**src/rtl/uart_pkg.sv**
```systemverilog
// Shared definitions for the buffered UART transmitter.
//   state_t       transmitter FSM states
//   DATA_BITS     payload bits per frame
//   clks_per_bit  system-clock cycles per serial bit
package uart_pkg;

  localparam int DATA_BITS = 8;

  typedef enum logic [1:0] {
    IDLE  = 2'd0,
    START = 2'd1,
    DATA  = 2'd2,
    STOP  = 2'd3
  } state_t;

  // Integer divide; any remainder shows up as a small baud-rate error.
  function automatic int clks_per_bit(input int clk_freq, input int baud);
    return clk_freq / baud;
  endfunction

endpackage

```
**src/rtl/uart_fifo.sv**
```systemverilog
// Small synchronous FIFO feeding the UART transmitter.
// Ports:
//   clk      in   system clock
//   rst_n    in   async active-low reset (clears pointers/count, not storage)
//   wr_en    in   push strobe, ignored while full
//   wr_data  in   byte to push
//   rd_en    in   pop strobe, ignored while empty
//   rd_data  out  combinational head entry
//   full     out  DEPTH entries held
//   empty    out  no entries held
module uart_fifo #(
  parameter int DEPTH = 4,
  parameter int WIDTH = 8
) (
  input  logic             clk,
  input  logic             rst_n,
  input  logic             wr_en,
  input  logic [WIDTH-1:0] wr_data,
  input  logic             rd_en,
  output logic [WIDTH-1:0] rd_data,
  output logic             full,
  output logic             empty
);

  localparam int PTR_W = $clog2(DEPTH);

  logic [WIDTH-1:0] mem [DEPTH];
  logic [PTR_W-1:0] wr_ptr;
  logic [PTR_W-1:0] rd_ptr;
  logic [PTR_W:0]   count;
  logic             push;
  logic             pop;

  // full is taken from the registered count, so a pop on the same edge
  // never opens a slot for a push.
  assign full    = (count == (PTR_W+1)'(DEPTH));
  assign empty   = (count == '0);
  assign push    = wr_en && !full;
  assign pop     = rd_en && !empty;
  assign rd_data = mem[rd_ptr];

  always_ff @(posedge clk) begin
    if (push) begin
      mem[wr_ptr] <= wr_data;
    end
  end

  // Pointers wrap naturally because DEPTH is a power of two.
  always_ff @(posedge clk or negedge rst_n) begin
    if (!rst_n) begin
      wr_ptr <= '0;
      rd_ptr <= '0;
      count  <= '0;
    end else begin
      if (push) begin
        wr_ptr <= wr_ptr + PTR_W'(1);
      end
      if (pop) begin
        rd_ptr <= rd_ptr + PTR_W'(1);
      end
      case ({push, pop})
        2'b10:   count <= count + (PTR_W+1)'(1);
        2'b01:   count <= count - (PTR_W+1)'(1);
        default: count <= count;
      endcase
    end
  end

endmodule

```
**src/rtl/uart_tx_fifo.sv**
```systemverilog
// Buffered 8N1 RS-232 transmitter with an internal baud divider.
// Ports:
//   clk       in   system clock
//   rst_n     in   async active-low reset; aborts any frame, line goes high
//   wr_data   in   byte to queue
//   wr_en     in   push strobe, one byte per high cycle
//   full      out  FIFO holds DEPTH entries
//   overflow  out  one-cycle pulse after a push was dropped because full
//   tx        out  registered serial line, idle high
//   busy      out  frame in progress (start through stop)
//   tx_done   out  one-cycle pulse on the final cycle of each stop bit
//
// state | meaning
// IDLE  | line high, waiting for FIFO data
// START | start bit (low) for CLKS_PER_BIT cycles
// DATA  | eight data bits, LSB first
// STOP  | stop bit (high); chains straight into START if FIFO has data
module uart_tx_fifo
  import uart_pkg::*;
#(
  parameter int CLK_FREQ = 100_000_000,
  parameter int BAUD     = 9600,
  parameter int DEPTH    = 4
) (
  input  logic       clk,
  input  logic       rst_n,
  input  logic [7:0] wr_data,
  input  logic       wr_en,
  output logic       full,
  output logic       overflow,
  output logic       tx,
  output logic       busy,
  output logic       tx_done
);

  localparam int CPB   = clks_per_bit(CLK_FREQ, BAUD);
  localparam int CNT_W = (CPB > 1) ? $clog2(CPB) : 1;
  localparam int IDX_W = $clog2(DATA_BITS);

  localparam logic [CNT_W-1:0] CNT_LAST = CNT_W'(CPB - 1);
  localparam logic [CNT_W-1:0] CNT_PRE  = CNT_W'(CPB - 2);
  localparam logic [IDX_W-1:0] IDX_LAST = IDX_W'(DATA_BITS - 1);

  state_t                 state, state_nxt;
  logic [CNT_W-1:0]       baud_cnt, baud_nxt;
  logic [IDX_W-1:0]       bit_idx, bit_nxt;
  logic [DATA_BITS-1:0]   shift, shift_nxt;
  logic                   tx_r, tx_nxt;
  logic                   overflow_r;
  logic                   tx_done_r;
  logic                   pop;
  logic                   empty;
  logic [DATA_BITS-1:0]   head;
  logic                   bit_end;

  uart_fifo #(
    .DEPTH(DEPTH),
    .WIDTH(DATA_BITS)
  ) u_fifo (
    .clk     (clk),
    .rst_n   (rst_n),
    .wr_en   (wr_en),
    .wr_data (wr_data),
    .rd_en   (pop),
    .rd_data (head),
    .full    (full),
    .empty   (empty)
  );

  assign bit_end  = (baud_cnt == CNT_LAST);
  assign tx       = tx_r;
  assign busy     = (state != IDLE);
  assign overflow = overflow_r;
  assign tx_done  = tx_done_r;

  always_ff @(posedge clk or negedge rst_n) begin
    if (!rst_n) begin
      state    <= IDLE;
      baud_cnt <= '0;
      bit_idx  <= '0;
      shift    <= '0;
      tx_r     <= 1'b1;
    end else begin
      state    <= state_nxt;
      baud_cnt <= baud_nxt;
      bit_idx  <= bit_nxt;
      shift    <= shift_nxt;
      tx_r     <= tx_nxt;
    end
  end

  // tx is registered from the next-state value, so the line changes on the
  // same edge as the state and never glitches.
  always_comb begin
    state_nxt = state;
    baud_nxt  = baud_cnt;
    bit_nxt   = bit_idx;
    shift_nxt = shift;
    tx_nxt    = tx_r;
    pop       = 1'b0;
    case (state)
      IDLE: begin
        tx_nxt = 1'b1;
        if (!empty) begin
          pop       = 1'b1;
          shift_nxt = head;
          bit_nxt   = '0;
          baud_nxt  = '0;
          state_nxt = START;
          tx_nxt    = 1'b0;
        end
      end
      START: begin
        if (bit_end) begin
          baud_nxt  = '0;
          state_nxt = DATA;
          tx_nxt    = shift[0];
        end else begin
          baud_nxt = baud_cnt + CNT_W'(1);
        end
      end
      DATA: begin
        if (bit_end) begin
          baud_nxt  = '0;
          shift_nxt = {1'b0, shift[DATA_BITS-1:1]};
          if (bit_idx == IDX_LAST) begin
            state_nxt = STOP;
            tx_nxt    = 1'b1;
          end else begin
            bit_nxt = bit_idx + IDX_W'(1);
            tx_nxt  = shift[1];
          end
        end else begin
          baud_nxt = baud_cnt + CNT_W'(1);
        end
      end
      STOP: begin
        if (bit_end) begin
          baud_nxt = '0;
          if (!empty) begin
            pop       = 1'b1;
            shift_nxt = head;
            bit_nxt   = '0;
            state_nxt = START;
            tx_nxt    = 1'b0;
          end else begin
            state_nxt = IDLE;
            tx_nxt    = 1'b1;
          end
        end else begin
          baud_nxt = baud_cnt + CNT_W'(1);
        end
      end
      default: begin
        state_nxt = IDLE;
        tx_nxt    = 1'b1;
      end
    endcase
  end

  // tx_done is armed one cycle early so the registered pulse lands on the
  // last cycle of the stop bit.
  always_ff @(posedge clk or negedge rst_n) begin
    if (!rst_n) begin
      overflow_r <= 1'b0;
      tx_done_r  <= 1'b0;
    end else begin
      overflow_r <= wr_en && full;
      tx_done_r  <= (state == STOP) && (baud_cnt == CNT_PRE);
    end
  end

endmodule

```
**config.mk**
```make
export PLATFORM = sky130hd
export DESIGN_NAME = uart_tx_fifo
export DESIGN_NICKNAME = d
export VERILOG_FILES = /design/src/rtl/uart_pkg.sv /design/src/rtl/uart_fifo.sv /design/src/rtl/uart_tx_fifo.sv
export SDC_FILE = /design/constraint.sdc
export NUM_CORES = 1
export LEC_CHECK = 0
export ABC_AREA = 0
export BUFFER_PORTS_ARGS = -buffer_cell sky130_fd_sc_hd__buf_4
export CAP_MARGIN = 20
export CORE_ASPECT_RATIO = 1.2
export CORE_MARGIN = 2
export CORE_UTILIZATION = 45
export DETAILED_ROUTE_END_ITERATION = 6
export PLACE_DENSITY = 0.58
export SLEW_MARGIN = 5
export SYNTH_ARGS = -nofsm -noshare
export SYNTH_HDL_FRONTEND = slang
export SYNTH_SLANG_ARGS = --single-unit
```
**constraint.sdc**
```tcl
create_clock -name clk -period 4.6 [get_ports clk]
set_input_delay 0 -clock clk [delete_from_list [all_inputs] [get_ports clk]]
set_output_delay 0 -clock clk [all_outputs]
set_load 0.01 [all_outputs]
```
==> qor.csv <==
stage,metric,value,unit
outcome,status,"complete, no violations",
power_and_ir_drop,PwrDens,593,nW/um2
place,Placed Instance Area,3560,um2
clock_network,Longest Clk Path Bufs,2,
routing,DRT Pass-1 Iters,4,
sta,Clock Skew,0.0114,ns
synthesis,syn nets,297,
sta,period utilization,0.644,
synthesis,number of flops mapped to enable cells by yosys,32,
sta,setup ws final,1.64,ns
synthesis,Syn Area/Cell,12.4,um2
sta,# setup viols final,0,
synthesis,Post-Syn Area,3360,um2
critical_path,max incr delay on CP,0.60,ns
critical_path,CP arrival,3.24,ns
synthesis,"Async S/R FF share, synth",0.536,
routing,Via-to-Cell Ratio,5.52,
place,Port Buf Inserts,15,
sta,Slew @ Worst Pin,0.665,ns
sta,Max Freq,0.337,GHz
critical_path,highest-delay cell along the critical path,or4b_4,
synthesis,"Seq/Total Area, Yosys",0.561,
critical_path,critical path type,register to register,
die,I/O pins,16,
routing,number of DRC markers in iteration 0,113,
clock_network,TritonCTS clock tree,built,
sta,RSZ-0062 raised after global routing,false,
critical_path,CP Capture Type,register,
clock_network,H-tree depth,3,
layout,Fill cells,633,
run,MaxCap Viol Count,0,
layout,fin util,0.533,
routing,WL per Instance,15.8,um
global_route,first-pass GRT wire length,11000,um
synthesis,dominant cells by area after synthesis,"edfxtp_1, dfrtp_1, mux4_2, ha_1, nand2_1",
hold_path,Worst Hold Class,primary input to asynchronous set/reset pin,
global_route,GRT Total Usage,0.169,
critical_path,WP data required,4.87,ns
sta,Rel. slew slack,0.557,
die,die area,8190,um2
synthesis,synth unique cells,54,
layout,Final Non-Filler Cells,395,
sta,Max Slew Vio Count,0,
die,core footprint,7230,um2
place,placed cells,369,
routing,total wire length,6230,um
synthesis,Ys Warns,0,
synthesis,#FFs+latches synth,69,
clock_network,clk_lat worst skew,0.34,ns
layout,share of cells above drive strength 1,0.177,
place,GPL Wtd Cong,0.751,
clock_network,CTS root buf,clkbuf_8,
place,Place WS,1.65,ns
layout,Final Instance Area,3850,um2
layout,Final Net Count,325,
critical_path,"delay-heaviest family, CP",simple AND/OR/NAND/NOR gates,
layout,n_diodes,0,
critical_path,CP startpoint kind,register,
synthesis,top_reg_cell synth,dfrtp_1,
sta,Final Hold Fails,0,
die,initial core utilization,0.465,
clock_network,Sink Count,69,
power_and_ir_drop,total power,2.28,mW
clock_network,post-CTS repair timing setup buffer count,0,
sta,min Tclk post-route,2.96,ns
sta,setup TNS,0,ns
routing,drt drc,0,
routing,post-route ant nets,0,
global_route,pin count of the biggest net entering global routing,38,
routing,via count,2179,
sta,final hold slack,0.153,ns
clock_network,TritonCTS Buffers,9,
global_route,antenna violations before repair,0,
power_and_ir_drop,Leakage,1.60,nW
synthesis,cell count after synthesis,272,
power_and_ir_drop,VDD IR max,265,uV
critical_path,buffers plus inverters on the worst setup path,1,
clock_network,clk slew on worst S/H paths,0.08,ns
die,chip width,82.9,um
critical_path,cell-by-cell trace of the critical path,or4b_4 > or4_4 > nor2_1 > o21a_1 > ha_1 > inv_1 > fa_1 > xor2_1 > nor2_1 > xor2_1,
place,DP HPWL,4190,um
critical_path,Worst Path Max Fanout,5,
die,row cnt,34,
die,Die Y,98.7,um
synthesis,cell taking the most area after synthesis,edfxtp_1,
synthesis,area share of the largest cell type after synthesis,0.286,
global_route,vias in the first global route,2246,
layout,area grow syn2layout,14.5,%
global_route,global route overflow,0,
[flip-flops by register name, summed over array words and instances, names as in the netlist]
signal,cells
u_fifo.mem,32
baud_cnt,14
shift,8
bit_idx,3
u_fifo.count,3
state,2
u_fifo.rd_ptr,2
u_fifo.wr_ptr,2
overflow,1
tx,1
tx_done,1
[cell usage after synthesis (3+ instances only)]
library cell / count
nand2b_1: 4
mux2i_1: 3
clkbuf_1: 6
mux4_2: 8
a31oi_1: 11
dfrtp_1: 36
o21ai_0: 12
a41oi_1: 4
nand2_1: 31
nor3_1: 3
inv_1: 15
nand3_1: 6
edfxtp_1: 32
o2bb2ai_1: 3
a21oi_1: 4
mux2_2: 8
and2_1: 9
ha_1: 13
nor2_1: 14
and3_1: 6
buf_1: 3
[cells by family (layout without fill, tap and decap cells)]
kind of cell    count (synthesis)  in the layout  share of synthesized area
mux                            21             21                     0.0959
buf+inv                        24             57                     0.0268
compound gates                 54             54                      0.117
fa+ha+maj                      14             14                     0.0543
flops                          69             69                      0.561
xor+xnor                        4              4                     0.0104
simple gates                   86             86                      0.135
[worst paths after layout]
path | startpoint | endpoint | slack, ns | depth (start not counted)
max in group asynchronous | rst_n | tx | 4.09 | 2
worst max-delay path | baud_cnt[9] | u_fifo.count[2] | 1.64 | 10
worst min register to register | baud_cnt[13] | baud_cnt[13] | 0.49 | 1
min in group clk | wr_data[2] | u_fifo.mem[2][2] | 0.40 | 2
worst min-delay path | rst_n | baud_cnt[7] | 0.15 | 2
worst max register to register | baud_cnt[9] | u_fifo.count[2] | 1.64 | 10
[area by class of cell]
class	count	area, um2	share of cell area
clock buffer	9	124	0.0321
clock inverter	7	66.3	0.0172
inverter	15	56.3	0.0146
multi-input combinational	179	1390	0.360
sequential	69	1890	0.490
tap	90	113	0.0292
timing repair buffer	26	220	0.0571
[worst reg2reg max path: cells and delay by family (launching register included)]
kind / cells / cell delay, ns
AOI/OAI and AO/OA: 1 / 0.14
adders and majority gates: 2 / 0.55
and+or+nand+nor: 4 / 1.43
buffers and inverters: 1 / 0.06
xor gates and xnor gates: 2 / 0.30
DFF: 1 / 0.42
[cells in the final DEF (no fill, tap or decap), drive strengths merged, types with 4 or more instances in the layout]
master       instances
dfrtp               36
edfxtp              32
nand2               31
buf                 16
inv                 15
nor2                14
ha                  13
o21ai               12
a31oi               11
dlygate4sd3         10
mux2                10
and2                 9
clkbuf               9
mux4                 8
and3                 6
nand3                6
nand2b               4
a41oi                4
a21oi                4
clkinv               4
[metal layers]
metal / wire length, um / GRT usage
met1: 2910 / 0.218
met2: 3060 / 0.270
met3: 145 / 0.0402
met4: 108 / 0.0832
met5: 0 / 0
[repair_timing]
action,4_1_cts,5_1_grt
endpoints found under the hold margin,70,0
hold buffers,10,0
gates resized for setup,0,0
[power breakdown]
| part | total [mW] | switching, mW | internal [mW] | leakage [nW] |
|---|---|---|---|---|
| logic | 0.869 | 0.461 | 0.408 | 0.744 |
| clock network | 0.479 | 0.232 | 0.246 | 0.0903 |
| registers | 0.937 | 0.119 | 0.818 | 0.761 |
| total | 2.28 | 0.812 | 1.47 | 1.60 |
Power figures use the tool's default switching activity.
